File: src/rtl/dcma_ctrl_pkg.sv
// Shared constants for the dynamic clock mux select controller:
// state encodings, source encodings and width helpers.
package dcma_ctrl_pkg;

  localparam logic [2:0] ST_IDLE   = 3'd0;
  localparam logic [2:0] ST_GATE   = 3'd1;
  localparam logic [2:0] ST_SWITCH = 3'd2;
  localparam logic [2:0] ST_ENABLE = 3'd3;
  localparam logic [2:0] ST_DWELL  = 3'd4;

  localparam logic SRC_CLK0 = 1'b0;
  localparam logic SRC_CLK1 = 1'b1;

  // Wide enough to hold max(settle, hold); never narrower than one bit.
  function automatic int cnt_width(input int settle, input int hold);
    int m;
    m = (settle > hold) ? settle : hold;
    return (m < 1) ? 1 : $clog2(m + 1);
  endfunction

  function automatic int ptr_width(input int n);
    return (n > 1) ? $clog2(n) : 1;
  endfunction

endpackage

File: src/rtl/dcma_rr_arb.sv
// Combinational round-robin arbiter: the search starts at i_ptr and wraps.
// The pointer register is owned by the parent.
module dcma_rr_arb
  import dcma_ctrl_pkg::*;
#(
  parameter int NREQ = 2,
  parameter int PW   = ptr_width(NREQ)
) (
  input  logic [NREQ-1:0] i_req,
  input  logic [PW-1:0]   i_ptr,
  output logic [NREQ-1:0] o_gnt,
  output logic            o_valid
);

  // First pass covers ptr..NREQ-1, second pass picks up the wrapped low indices.
  always_comb begin
    o_gnt   = '0;
    o_valid = 1'b0;
    for (int i = 0; i < NREQ; i++) begin
      if (!o_valid && i_req[i] && (i >= int'(i_ptr))) begin
        o_gnt[i] = 1'b1;
        o_valid  = 1'b1;
      end
    end
    for (int i = 0; i < NREQ; i++) begin
      if (!o_valid && i_req[i]) begin
        o_gnt[i] = 1'b1;
        o_valid  = 1'b1;
      end
    end
  end

endmodule

File: src/rtl/dcma_sel_ctrl.sv
// Request arbiter and glitch-safe select sequencer for the dynamic clock mux:
// gate CEN, settle, flip SEL, settle, re-enable, then dwell.
module dcma_sel_ctrl
  import dcma_ctrl_pkg::*;
#(
  parameter int NREQ       = 2,
  parameter int SETTLE_CYC = 4,
  parameter int HOLD_CYC   = 8
) (
  input  logic            CLK,
  input  logic            RST,
  input  logic [NREQ-1:0] REQ,
  input  logic [NREQ-1:0] REQSRC,
  output logic [NREQ-1:0] GNT,
  output logic            SEL,
  output logic            CEN,
  output logic            BUSY,
  output logic            CURSRC
);

  localparam int CW = cnt_width(SETTLE_CYC, HOLD_CYC);
  localparam int PW = ptr_width(NREQ);
  localparam logic [CW-1:0] SETTLE_LOAD = CW'(SETTLE_CYC - 1);
  localparam logic [CW-1:0] HOLD_LOAD   = CW'((HOLD_CYC > 0) ? HOLD_CYC - 1 : 0);
  localparam logic [PW-1:0] LAST_IDX    = PW'(NREQ - 1);

  logic [2:0]      r_state;
  logic [CW-1:0]   r_cnt;
  logic [PW-1:0]   r_ptr;
  logic [PW-1:0]   r_nptr;
  logic [NREQ-1:0] r_win;
  logic [NREQ-1:0] r_gnt;
  logic            r_tgt;
  logic            r_sel;
  logic            r_cen;
  logic            r_busy;
  logic            r_cursrc;

  logic [NREQ-1:0] w_arb_gnt;
  logic            w_arb_valid;
  logic [PW-1:0]   w_win_idx;
  logic [PW-1:0]   w_nptr;
  logic            w_win_src;
  logic            w_cnt_done;

  dcma_rr_arb #(.NREQ(NREQ), .PW(PW)) u_arb (
    .i_req   (REQ),
    .i_ptr   (r_ptr),
    .o_gnt   (w_arb_gnt),
    .o_valid (w_arb_valid)
  );

  // NOTE: every variable gets a default before the loop, so no latch is inferred.
  always_comb begin
    w_win_idx = '0;
    for (int i = 0; i < NREQ; i++) begin
      if (w_arb_gnt[i]) w_win_idx = PW'(i);
    end
    w_nptr = (w_win_idx == LAST_IDX) ? '0 : w_win_idx + 1'b1;
  end

  assign w_win_src  = |(REQSRC & w_arb_gnt);
  assign w_cnt_done = (r_cnt == '0);

  // NOTE: sequential state uses non-blocking assignments so every register
  // samples pre-edge values; blocking here would create order-dependent races.
  always_ff @(posedge CLK or posedge RST) begin
    if (RST) begin
      r_state  <= ST_IDLE;
      r_cnt    <= '0;
      r_ptr    <= '0;
      r_nptr   <= '0;
      r_win    <= '0;
      r_gnt    <= '0;
      r_tgt    <= SRC_CLK0;
      r_sel    <= SRC_CLK0;
      r_cen    <= 1'b1;
      r_busy   <= 1'b0;
      r_cursrc <= SRC_CLK0;
    end else begin
      r_gnt <= '0;
      case (r_state)
        ST_IDLE: begin
          if (w_arb_valid) begin
            r_win  <= w_arb_gnt;
            r_nptr <= w_nptr;
            if (w_win_src == r_cursrc) begin
              r_gnt <= w_arb_gnt;
              r_ptr <= w_nptr;
            end else begin
              r_tgt   <= w_win_src;
              r_state <= ST_GATE;
              r_cnt   <= SETTLE_LOAD;
              r_cen   <= 1'b0;
              r_busy  <= 1'b1;
            end
          end
        end
        ST_GATE: begin
          if (w_cnt_done) begin
            r_state <= ST_SWITCH;
            r_cnt   <= SETTLE_LOAD;
            r_sel   <= r_tgt;
          end else begin
            r_cnt <= r_cnt - 1'b1;
          end
        end
        ST_SWITCH: begin
          if (w_cnt_done) begin
            r_state  <= ST_ENABLE;
            r_cen    <= 1'b1;
            r_cursrc <= r_sel;
            r_gnt    <= r_win;
            r_ptr    <= r_nptr;
          end else begin
            r_cnt <= r_cnt - 1'b1;
          end
        end
        ST_ENABLE: begin
          if (HOLD_CYC == 0) begin
            r_state <= ST_IDLE;
            r_busy  <= 1'b0;
          end else begin
            r_state <= ST_DWELL;
            r_cnt   <= HOLD_LOAD;
          end
        end
        ST_DWELL: begin
          if (w_cnt_done) begin
            r_state <= ST_IDLE;
            r_busy  <= 1'b0;
          end else begin
            r_cnt <= r_cnt - 1'b1;
          end
        end
        default: begin
          r_state <= ST_IDLE;
          r_cen   <= 1'b1;
          r_busy  <= 1'b0;
        end
      endcase
    end
  end

  assign GNT    = r_gnt;
  assign SEL    = r_sel;
  assign CEN    = r_cen;
  assign BUSY   = r_busy;
  assign CURSRC = r_cursrc;

endmodule
File: config.mk
export PLATFORM = sky130hd
export DESIGN_NAME = dcma_sel_ctrl
export DESIGN_NICKNAME = d
export VERILOG_FILES = /design/src/rtl/dcma_ctrl_pkg.sv /design/src/rtl/dcma_rr_arb.sv /design/src/rtl/dcma_sel_ctrl.sv
export SDC_FILE = /design/constraint.sdc
export NUM_CORES = 1
export LEC_CHECK = 0
export CORE_MARGIN = 2
export CORE_UTILIZATION = 59
export CTS_CLUSTER_SIZE = 28
export DETAILED_ROUTE_END_ITERATION = 8
export GPL_ROUTABILITY_DRIVEN = 0
export PLACE_DENSITY_LB_ADDON = 0.15
export SYNTH_ARGS = -nofsm -noshare
export SYNTH_HDL_FRONTEND = slang
export SYNTH_SLANG_ARGS = --single-unit
File: constraint.sdc
create_clock -name CLK -period 4.5 [get_ports CLK]
set_clock_uncertainty 0.05 [all_clocks]
set_input_delay 0.9 -clock CLK [delete_from_list [all_inputs] [get_ports CLK]]
set_output_delay 0.9 -clock CLK [all_outputs]
set_load 0.1 [all_outputs]
==> flow_summary_export.csv <==
group,metric,value,unit
logic_synthesis,post_synth_inst_count,118,
logic_synthesis,synth.top_cell.area_share,38.5,%
clock_tree,postCtsSetupRepairBufs,0,
critical_path,critPathLaunchType,"flop",
grt,via_count_of_the_first_global_routing_pass,833,
cells_and_area,final.fill_count,140,
clock_tree,cts-htree-levels,1,
grt,gr-max-usage-layer,"met2",
timing,number_of_max_slew_violations_in_the_final_report,0,
route,detail_route.drc_violations,0,
logic_synthesis,synth.largest_area_cell,"sky130_fd_sc_hd__dfrtp_1",
grt,grt.met3_usage,3.46,%
floorplanning,fp.coreArea,1750,um2
logic_synthesis,ys_seq_area_share,40.8,%
clock_tree,cts-root-buf,"sky130_fd_sc_hd__clkbuf_4",
timing,timing_hold_violations_final,0,
timing,tightest_slew,0.966,ns
grt,grt_first_pass_wirelength,3670,um
clock_tree,tritoncts,"done",
timing,rsz0062_at_grt,"false",
grt,grtUsageTotal,23.6,%
clock_tree,cts_hold_buf,0,
outcome,run_status,"completed",
placement,dp_hpwl,1590,um
floorplanning,initial_core_util,63.4,%
route,antenna_violating_nets_post_route,0,
pwr,post-layout-total-power,904,uW
critical_path,crit_path_max_fanout,3,
clock_tree,clk_path_buf_depth,2,
pwr,powerDensity,720,nW/um2
logic_synthesis,synthesis.area,1110,um2
logic_synthesis,netlist_top_cells_area,"sky130_fd_sc_hd__dfrtp_1 (38%), sky130_fd_sc_hd__nand2_1 (5.8%), sky130_fd_sc_hd__o21ai_0 (3.6%)",
pwr,total_leakage_power,0.000545,uW
critical_path,setup.worst_path.class,"reg -> out",
critical_path,endpoint_kind,"primary output",
clock_tree,cts_made_buffers,3,
placement,placed_cell_area,1220,um2
timing,maxSlewHeadroom,35.4,%
placement,dp_slack,1.72,ns
timing,tns,0,ns
logic_synthesis,synth_edf_count,0,
critical_path,cp_max_stage_cell,"sky130_fd_sc_hd__clkdlybuf4s50_1",
route,detailroute.via_count,884,
floorplanning,dieArea,2240,um2
grt,grt_antenna_before_repair,0,
cells_and_area,final_layout_size_suffix_gt1_share,11.8,%
logic_synthesis,ys_ff_latch,18,
logic_synthesis,postSynth.asyncResetShare,100,%
grt,grt_met2_use,40.3,%
grt,grt-ovfl-total,0,
critical_path,worstPathArrival,1.99,ns
clock_tree,cts_resized,0,
floorplanning,die_height,47.3,um
timing,timing.final.ws_setup,1.56,ns
logic_synthesis,synth_fp_nets,125,
logic_synthesis,synth.distinct_cells,48,
route,routedWlPerCell,14.5,um
cells_and_area,syn_to_final_growth,13.6,%
logic_synthesis,post_synth.cell_area_avg,9.37,um2
pwr,power.ir.vdd_worst,0.509,mV
timing,timing.final.setup_violations,0,
floorplanning,core.rowCount,15,
grt,grt_max_degree,23,
cells_and_area,mostFrequentLayoutCells,"sky130_fd_sc_hd__dfrtp_1 (17), sky130_fd_sc_hd__nand2_1 (17), sky130_fd_sc_hd__clkdlybuf4s50_1 (11), sky130_fd_sc_hd__nor2_1 (9), sky130_fd_sc_hd__o21ai_0 (8)",
cells_and_area,final_net_count,135,
logic_synthesis,postSynth.topFlopCell,"sky130_fd_sc_hd__dfrtp_1",
grt,use_met1,30.8,%
critical_path,slowest_delay,1.13,ns
placement,io_buffers,11,
cells_and_area,antenna_diode_count,0,
timing,timing.final.crit_share,65.4,%
floorplanning,die_width,47.3,um
route,route.final.wire_length,2200,um
clock_tree,insertion_delay,0.29,ns
critical_path,crit_path_cell_trace,"clkdlybuf4s50_1",
clock_tree,clock_sink_count,18,
clock_tree,path_clk_slew,0.11,ns
cells_and_area,post-route-cell-area,1260,um2
worst_hold_path,hold_path_class,"reg -> reg",
flow_run,max-cap-violations,0,
critical_path,critPathRequiredTime,3.55,ns
timing,fmax,340,MHz
floorplanning,num_io_pins,12,
critical_path,crit_family,"buffers and inverters",
timing,timing.final.crit_period,2.94,ns
logic_synthesis,yosysWarnings,0,
route,route.detailed.vias_per_inst,5.82,
critical_path,crit_buf_inv,1,
route,detailed_routing_iteration_count_for_the_pre_antenna_repair_pass,4,
route,drt_first_iter_violations,36,
[worst reg2reg max path, cell delays in order, from the launching register on]
cell and delay [ns]:
sky130_fd_sc_hd__dfrtp_1 0.44, sky130_fd_sc_hd__inv_1 0.13, sky130_fd_sc_hd__ha_1 0.28, sky130_fd_sc_hd__or3b_1 0.51, sky130_fd_sc_hd__nor2_4 0.14, sky130_fd_sc_hd__and2_2 0.20, sky130_fd_sc_hd__o21bai_1 0.13, sky130_fd_sc_hd__mux2_1 0.33
[Yosys cell counts (all sizes together), types with 2 or more instances]
master / number
xnor2: 2
o311a: 2
o21ai: 11
inv: 4
buf: 5
and2: 2
nor2: 10
mux2: 6
dfrtp: 17
nor2b: 3
xor2: 2
nor3: 5
a32oi: 2
nand2b: 2
nand2: 17
a21oi: 5
[state kept, by name (all words and copies together), names as in the netlist]
register and count:
r_cnt 4, r_state 3, GNT 2, r_win 2, BUSY 1, CEN 1
CURSRC 1, SEL 1, r_nptr 1, r_ptr 1, r_tgt 1
[path summary, 6_finish.rpt]
| kind | start | end | slack [ns] | depth (start not counted) |
|---|---|---|---|---|
| max | CEN | CEN | 1.56 | 1 |
| min | r_nptr | r_nptr | 0.45 | 2 |
| max reg2reg | r_cnt[0] | r_ptr | 2.20 | 7 |
| min reg2reg | r_nptr | r_nptr | 0.45 | 2 |
| max in group asynchronous | RST | CURSRC | 3.06 | 2 |
| min in group asynchronous | RST | r_cnt[1] | 0.93 | 2 |
[layout make-up]
cell class / count / area, um2 / area share (%)
Tap cell: 25 / 31.3 / 2.49
Sequential cell: 18 / 452 / 36.0
Clock buffer: 4 / 36.3 / 2.89
Timing Repair Buffer: 11 / 110 / 8.77
Multi-Input combinational cell: 90 / 612 / 48.7
Inverter: 4 / 15.0 / 1.20
[power by group]
| part | switching, uW | internal (uW) |
|---|---|---|
| Combinational | 287 | 195 |
| Sequential | 95.2 | 225 |
| Clock | 51.9 | 49.3 |
[per-stage QoR]
stage / hold slack [ns] / instances / utilization (%)
final: 0.446 / 152 / 72.0
after global routing: 0.481 / 152 / 72.0
after CTS: 0.449 / 152 / 72.0
after detailed placement: 0.422 / 148 / 69.9
after global placement: 0.415 / 148 / 69.9
after floorplan: 0.390 / 118 / -
[layer usage]
layer	wire length, um	part of all wire, %
met1	1020	46
met2	1100	50
met3	66	3.0
met4	15	0.68
met5	0	0
[kinds of logic (layout without fill, tap and decap cells)]
| group | after synthesis | after routing | synth area share (%) |
|---|---|---|---|
| xor+xnor | 4 | 4 | 3.17 |
| compound gates | 31 | 31 | 20.8 |
| mux | 7 | 7 | 7.69 |
| flops | 18 | 18 | 40.8 |
| simple gates | 47 | 47 | 22.5 |
| buf+inv | 10 | 19 | 3.85 |
| fa+ha+maj | 1 | 1 | 1.13 |
Note: power is estimated with default switching activity, not from simulation.
